## src/rtl/crg_pkg.sv

```systemverilog
// rtl/crg_pkg.sv - shared constants, state type and DRP address helper for the MMCM reconfiguration sequencer
package crg_pkg;

  localparam logic [6:0]  ADDR_BASE [3] = '{7'h08, 7'h0A, 7'h0C};
  localparam logic [15:0] KEEP      [2] = '{16'hF000, 16'hF3FF};

  localparam logic [1:0] ERR_NONE     = 2'b00;
  localparam logic [1:0] ERR_ILLEGAL  = 2'b01;
  localparam logic [1:0] ERR_DRP_TO   = 2'b10;
  localparam logic [1:0] ERR_LOCK_TO  = 2'b11;

  typedef enum logic [3:0] {
    S_INIT_RST,
    S_IDLE,
    S_RST_HOLD,
    S_RD,
    S_RD_WAIT,
    S_WR,
    S_WR_WAIT,
    S_RELEASE,
    S_LOCK_WAIT
  } state_e;

  // r selects ClkReg1 (0) or ClkReg2 (1) of the chosen output.
  function automatic logic [6:0] drp_addr_of(input logic [1:0] sel, input logic r);
    logic [6:0] base;
    case (sel)
      2'd1:    base = ADDR_BASE[1];
      2'd2:    base = ADDR_BASE[2];
      default: base = ADDR_BASE[0];
    endcase
    return base + {6'd0, r};
  endfunction

endpackage

```

## src/rtl/mmcm_div_calc.sv

```systemverilog
// rtl/mmcm_div_calc.sv - divide value to MMCM ClkReg1/ClkReg2 field encoder
module mmcm_div_calc (
  input  logic [7:0]  divide_i,
  output logic [15:0] reg1_o,
  output logic [15:0] reg2_o
);

  logic       div_one;
  logic [5:0] hi;
  logic [5:0] lo;

  // Divide-by-1 is encoded as 1/1 with the no-count bit set in ClkReg2.
  always_comb begin
    div_one = (divide_i == 8'd1);
    hi      = div_one ? 6'd1 : divide_i[6:1];
    lo      = div_one ? 6'd1 : 6'(divide_i - {1'b0, divide_i[7:1]});
    reg1_o  = {4'h0, hi, lo};
    reg2_o  = {4'h0, div_one, divide_i[0], 10'h000};
  end

endmodule

```

## src/rtl/mmcm_drp_ctrl.sv

```systemverilog
// rtl/mmcm_drp_ctrl.sv - MMCM reset owner and DRP read-modify-write sequencer for output divide changes
module mmcm_drp_ctrl #(
  parameter int RST_HOLD     = 4,
  parameter int DRP_TIMEOUT  = 64,
  parameter int LOCK_TIMEOUT = 65536
) (
  input  logic        clk_in0,
  input  logic        reset_n,
  input  logic        cfg_valid,
  output logic        cfg_ready,
  input  logic [1:0]  cfg_sel,
  input  logic [7:0]  cfg_divide,
  output logic [6:0]  drp_addr,
  output logic        drp_en,
  output logic        drp_we,
  output logic [15:0] drp_di,
  input  logic [15:0] drp_do,
  input  logic        drp_rdy,
  output logic        mmcm_rst,
  input  logic        mmcm_locked,
  output logic        busy,
  output logic        done,
  output logic        err,
  output logic [1:0]  err_code,
  output logic        clk_ok
);
  import crg_pkg::*;

  localparam int MAX_LIM = (LOCK_TIMEOUT > DRP_TIMEOUT)
                         ? ((LOCK_TIMEOUT > RST_HOLD) ? LOCK_TIMEOUT : RST_HOLD)
                         : ((DRP_TIMEOUT > RST_HOLD) ? DRP_TIMEOUT : RST_HOLD);
  localparam int CNT_W = $clog2(MAX_LIM) + 1;
  localparam logic [CNT_W-1:0] HOLD_LAST = CNT_W'(RST_HOLD - 1);
  localparam logic [CNT_W-1:0] DRP_LAST  = CNT_W'(DRP_TIMEOUT - 1);
  localparam logic [CNT_W-1:0] LOCK_LAST = CNT_W'(LOCK_TIMEOUT - 1);

  state_e           state_q, state_d;
  logic [CNT_W-1:0] cnt_q, cnt_d;
  logic [1:0]       sel_q, sel_d;
  logic [7:0]       div_q, div_d;
  logic             r_q, r_d;
  logic             init_q, init_d;
  logic             mmcm_rst_q, mmcm_rst_d;
  logic             drp_en_q, drp_en_d;
  logic             drp_we_q, drp_we_d;
  logic [6:0]       drp_addr_q, drp_addr_d;
  logic [15:0]      drp_di_q, drp_di_d;
  logic             done_q, done_d;
  logic             err_q, err_d;
  logic [1:0]       err_code_q, err_code_d;
  logic             busy_q, busy_d;
  logic             ready_q, ready_d;

  logic [15:0]      reg1_new, reg2_new, merged;
  logic             req_legal;

  mmcm_div_calc u_div_calc (
    .divide_i (div_q),
    .reg1_o   (reg1_new),
    .reg2_o   (reg2_new)
  );

  assign req_legal = (cfg_sel != 2'd3) && (cfg_divide != 8'd0) && (cfg_divide <= 8'd126);
  assign merged    = r_q ? ((drp_do & KEEP[1]) | reg2_new) : ((drp_do & KEEP[0]) | reg1_new);

  always_comb begin
    state_d    = state_q;
    cnt_d      = cnt_q + 1'b1;
    sel_d      = sel_q;
    div_d      = div_q;
    r_d        = r_q;
    init_d     = init_q;
    mmcm_rst_d = mmcm_rst_q;
    drp_en_d   = 1'b0;
    drp_we_d   = 1'b0;
    drp_addr_d = drp_addr_q;
    drp_di_d   = drp_di_q;
    done_d     = 1'b0;
    err_d      = 1'b0;
    err_code_d = err_code_q;
    case (state_q)
      S_INIT_RST: if (cnt_q == HOLD_LAST) begin
        state_d    = S_RELEASE;
        mmcm_rst_d = 1'b0;
      end
      S_IDLE: if (cfg_valid && ready_q) begin
        if (!req_legal) begin
          err_d      = 1'b1;
          err_code_d = ERR_ILLEGAL;
        end else begin
          sel_d      = cfg_sel;
          div_d      = cfg_divide;
          r_d        = 1'b0;
          mmcm_rst_d = 1'b1;
          state_d    = S_RST_HOLD;
        end
      end
      S_RST_HOLD: if (cnt_q == HOLD_LAST) begin
        state_d    = S_RD;
        drp_en_d   = 1'b1;
        drp_addr_d = drp_addr_of(sel_q, r_q);
      end
      S_RD: state_d = S_RD_WAIT;
      S_RD_WAIT: begin
        if (drp_rdy) begin
          state_d  = S_WR;
          drp_en_d = 1'b1;
          drp_we_d = 1'b1;
          drp_di_d = merged;
        end else if (cnt_q == DRP_LAST) begin
          state_d    = S_IDLE;
          mmcm_rst_d = 1'b0;
          err_d      = 1'b1;
          err_code_d = ERR_DRP_TO;
        end
      end
      S_WR: state_d = S_WR_WAIT;
      S_WR_WAIT: begin
        if (drp_rdy) begin
          if (!r_q) begin
            r_d        = 1'b1;
            state_d    = S_RD;
            drp_en_d   = 1'b1;
            drp_addr_d = drp_addr_of(sel_q, 1'b1);
          end else begin
            state_d    = S_RELEASE;
            mmcm_rst_d = 1'b0;
          end
        end else if (cnt_q == DRP_LAST) begin
          state_d    = S_IDLE;
          mmcm_rst_d = 1'b0;
          err_d      = 1'b1;
          err_code_d = ERR_DRP_TO;
        end
      end
      S_RELEASE: begin
        state_d    = S_LOCK_WAIT;
        mmcm_rst_d = 1'b0;
      end
      S_LOCK_WAIT: begin
        // The power-up lock is not a reconfiguration, so it never reports done.
        if (mmcm_locked) begin
          state_d = S_IDLE;
          done_d  = ~init_q;
          init_d  = 1'b0;
        end else if (cnt_q == LOCK_LAST) begin
          state_d    = S_IDLE;
          init_d     = 1'b0;
          err_d      = 1'b1;
          err_code_d = ERR_LOCK_TO;
        end
      end
      default: state_d = S_INIT_RST;
    endcase
    if ((state_d != state_q) || (state_d == S_IDLE)) begin
      cnt_d = '0;
    end
    busy_d  = (state_d != S_IDLE);
    ready_d = (state_d == S_IDLE);
  end

  always_ff @(posedge clk_in0 or negedge reset_n) begin
    if (!reset_n) begin
      state_q    <= S_INIT_RST;
      cnt_q      <= '0;
      sel_q      <= 2'd0;
      div_q      <= 8'd0;
      r_q        <= 1'b0;
      init_q     <= 1'b1;
      mmcm_rst_q <= 1'b1;
      drp_en_q   <= 1'b0;
      drp_we_q   <= 1'b0;
      drp_addr_q <= 7'd0;
      drp_di_q   <= 16'd0;
      done_q     <= 1'b0;
      err_q      <= 1'b0;
      err_code_q <= ERR_NONE;
      busy_q     <= 1'b1;
      ready_q    <= 1'b0;
    end else begin
      state_q    <= state_d;
      cnt_q      <= cnt_d;
      sel_q      <= sel_d;
      div_q      <= div_d;
      r_q        <= r_d;
      init_q     <= init_d;
      mmcm_rst_q <= mmcm_rst_d;
      drp_en_q   <= drp_en_d;
      drp_we_q   <= drp_we_d;
      drp_addr_q <= drp_addr_d;
      drp_di_q   <= drp_di_d;
      done_q     <= done_d;
      err_q      <= err_d;
      err_code_q <= err_code_d;
      busy_q     <= busy_d;
      ready_q    <= ready_d;
    end
  end

  assign cfg_ready = ready_q;
  assign drp_addr  = drp_addr_q;
  assign drp_en    = drp_en_q;
  assign drp_we    = drp_we_q;
  assign drp_di    = drp_di_q;
  assign mmcm_rst  = mmcm_rst_q;
  assign busy      = busy_q;
  assign done      = done_q;
  assign err       = err_q;
  assign err_code  = err_code_q;
  assign clk_ok    = mmcm_locked & ~busy_q;

endmodule
```

## config.mk

```make
export PLATFORM = sky130hd
export DESIGN_NAME = mmcm_drp_ctrl
export DESIGN_NICKNAME = d
export VERILOG_FILES = /design/src/rtl/crg_pkg.sv /design/src/rtl/mmcm_div_calc.sv /design/src/rtl/mmcm_drp_ctrl.sv
export SDC_FILE = /design/constraint.sdc
export NUM_CORES = 1
export LEC_CHECK = 0
export BUFFER_PORTS_ARGS = -buffer_cell sky130_fd_sc_hd__buf_2
export CORE_UTILIZATION = 50
export DETAILED_ROUTE_END_ITERATION = 8
export GPL_TIMING_DRIVEN = 0
export PLACE_DENSITY = 0.76
export SLEW_MARGIN = 30
export SYNTH_ARGS = -nofsm -noshare
export SYNTH_HDL_FRONTEND = slang
export SYNTH_SLANG_ARGS = --single-unit
```

## constraint.sdc

```tcl
create_clock -name clk_in0 -period 2.6 [get_ports clk_in0]
set_input_delay 0.78 -clock clk_in0 [delete_from_list [all_inputs] [get_ports clk_in0]]
set_output_delay 0.78 -clock clk_in0 [all_outputs]
set_load 0.1 [all_outputs]
```

==> qor.yml <==
synth:
  yosysTopAreaCell: "dfrtp_1"
  netlist-cell-type-count: 57
  post-synth-top-count-cell: "dfrtp_1"
  synth_seq_area_share_pct: 46.9
  synth_edf_count: 0
  netlist_area_um2: 3310
  synthTopCellsByArea: "dfrtp_1, mux2_2, nor2_1"
  synth_top_area_share_pct: 44.5
  ys_seq_elements: 62
  synth_ff_type: "dfrtp_1"
  synth-warning-count: 0
  synthTopCellsByCount: "dfrtp_1, nor2_1, nand2_1"
  syn_area_per_cell_um2: 10.2
  synthCells: 325
  ys_async_sr_fraction_pct: 100
timing:
  maxSlewViolCount: 0
  min_period_over_period_pct: 95.5
  hold_viol_final: 0
  fin_hold_ws_ns: 0.462
  setup_ws_ns: 0.117
  setup_viol: 0
  fmax_mhz: 403
  slew_headroom_pct: 49.4
  layout_min_cycle_time_ns: 2.48
  clock_skew_ns: 0.00994
  tightest_slew_ns: 0.759
final_layout:
  seqCellArea_um2: 1560
  multiInputGateArea_um2: 1660
  post-route-cell-area_um2: 4050
  final_cells: 486
  diodes: 0
  utilization_pct: 63.5
  drive_above_1_share_pct: 32.5
  nets: 446
  syn_to_final_growth_pct: 22.3
  fill_cells: 531
critical_path:
  cp.arrival_ns: 2.76
  cp-end-kind: "flop"
  crit_type: "flop to flop"
  worstSetupStartpointType: "flop"
  required_ns: 2.87
  crit_fanout: 7
routing:
  firstDrtPassIters: 5
  vias_per_cell: 5.58
  drcViolationCount: 0
  drt_iter0_drc: 85
  wl_per_cell_um: 14.9
  routed_wl_um: 7230
  vias: 2714
  ant_nets: 0
clocking:
  clk_latency_ns: 0.35
  cts_tree: "built"
  htree_num_levels: 3
  cts_root_buf: "clkbuf_8"
  postCtsHoldBufs: 0
  clkSinkCount: 62
  ctsLongestPathBuffers: 2
  clk_pin_slew_worst_paths_ns: 0.07
  cts_buffers: 9
grt:
  grt_pass1_wl_um: 12000
  antenna_found_initial: 0
  grt_pass1_vias: 2578
  grt-ovfl-total: 0
  grt_max_degree: 63
  track_usage_pct: 21.9
pwr:
  p_leak_nw: 1.94
  powerDensity_nw_per_um2: 1350
  vdd_ir_drop_max_uv: 1230
place:
  placed_cells: 462
  globalplace.congestion: 0.838
  hpwl_um: 5010
  place_area_um2: 3710
  portBuffers: 58
  place_ws_ns: -0.251
floorplanning:
  pin_count: 64
  die_x_um: 83.4
  die_area_um2: 6960
  rows: 29
  fp.coreArea_um2: 6390
  start_util_pct: 51.9
  die_height_um: 83.4
flow_run:
  max_cap_viol_count: 0
status:
  status: "finished clean"
hold_path:
  hp-class: "flop to flop"
repair_timing:
item / 4_1_cts / 5_1_grt
setup endpoints to repair: 18 / 18
buffers inserted: 1 / 6
gates resized for setup: 4 / 8
hold endpoints to repair: 0 / 0
cloned: 1 / 0
pin swaps: 1 / 3
layer usage:
metal / global-route usage (%) / vias to the layer above / part of all wire, %
met1: 27.7 / 1315 / 44
met2: 34.9 / 88 / 48
met5: 0 / - / 0
met3: 6.26 / 13 / 6.2
li1: - / 1298 / -
met4: 10.2 / 0 / 1.7
cell type report:
type / count / share of cell area [%]
clock inverter: 4 / 1.73
inverter: 17 / 1.57
clock buffer: 12 / 3.58
tap: 77 / 2.38
sequential: 62 / 38.4
multi-input combinational: 231 / 40.9
timing repair buffer: 66 / 9.11
buffer: 17 / 2.32
worst max-delay path: stages, from the launching register on:
cell	delay, ns
dfrtp_1	0.43
and3_4	0.21
nand3_4	0.11
nor3_1	0.09
and3_1	0.19
ha_1	0.21
or4_1	0.49
a21oi_2	0.19
o2111ai_4	0.19
buf_12	0.19
nor2_1	0.12
placed cells by master, fill, tap and decap left out, drive strengths merged, types with 4 or more instances in the layout:
| master | instances |
|---|---|
| nor3 | 5 |
| xnor2 | 7 |
| a21oi | 12 |
| nand2 | 24 |
| nand3 | 10 |
| dfrtp | 59 |
| or4 | 7 |
| nor2b | 6 |
| o31ai | 4 |
| xor2 | 11 |
| clkbuf | 17 |
| inv | 17 |
| o311a | 4 |
| ha | 10 |
| or3 | 4 |
| buf | 78 |
| nand2b | 4 |
| nor2 | 39 |
| o21ai | 10 |
| nand4 | 5 |
| mux2 | 17 |
per-stage QoR:
| step | setup TNS, ns | power [mW] |
|---|---|---|
| after global routing | -0.0449 | 5.75 |
| after floorplan | 0 | 3.85 |
| after global placement | -2.90 | 4.32 |
| after detailed placement | -3.84 | 4.39 |
| after CTS | 0 | 5.42 |
| final | 0 | 5.47 |
power by group:
group          internal [mW]  total [mW]  leakage [nW]  switching [mW]
Combinational          0.889        3.10          1.03            2.21
Clock                  0.564       0.945         0.110           0.381
Sequential              1.24        1.43         0.796           0.184
Total                   2.69        5.47          1.94            2.77
cell families (layout without fill, tap and decap cells):
logic type | after synthesis | in the layout | share of synthesized area (%)
other | 1 | 3 | 0.113
buffers and inverters | 34 | 116 | 4.76
and+or+nand+nor | 131 | 131 | 21.9
muxes | 20 | 20 | 6.68
AOI/OAI and AO/OA | 48 | 48 | 10.5
xor gates and xnor gates | 18 | 18 | 4.76
DFF | 62 | 62 | 46.9
adders and majority gates | 11 | 11 | 4.38
registers in the layout, summed over array words and instances (netlist names):
| register | flops |
|---|---|
| r_q | 1 |
| drp_addr | 4 |
| sel_q | 2 |
| drp_en | 1 |
| drp_di | 16 |
| busy | 1 |
| cfg_ready | 1 |
| state_q | 4 |
| cnt_q | 17 |
| done | 1 |
| init_q | 1 |
| mmcm_rst | 1 |
| div_q | 8 |
| err_code | 2 |
| err | 1 |
| drp_we | 1 |
path summary, 6_finish.rpt:
check / from / end / slack, ns / cells after the start
min in group asynchronous: reset_n / drp_di[2] / 0.50 / 1
min: mmcm_rst / mmcm_rst / 0.46 / 2
min reg2reg: mmcm_rst / mmcm_rst / 0.46 / 2
max reg2reg: cnt_q[3] / cnt_q[8] / 0.12 / 10
max in group asynchronous: reset_n / cnt_q[2] / 1.55 / 1
max: cnt_q[3] / cnt_q[8] / 0.12 / 10
No activity file was read; power rests on OpenSTA's default activity.
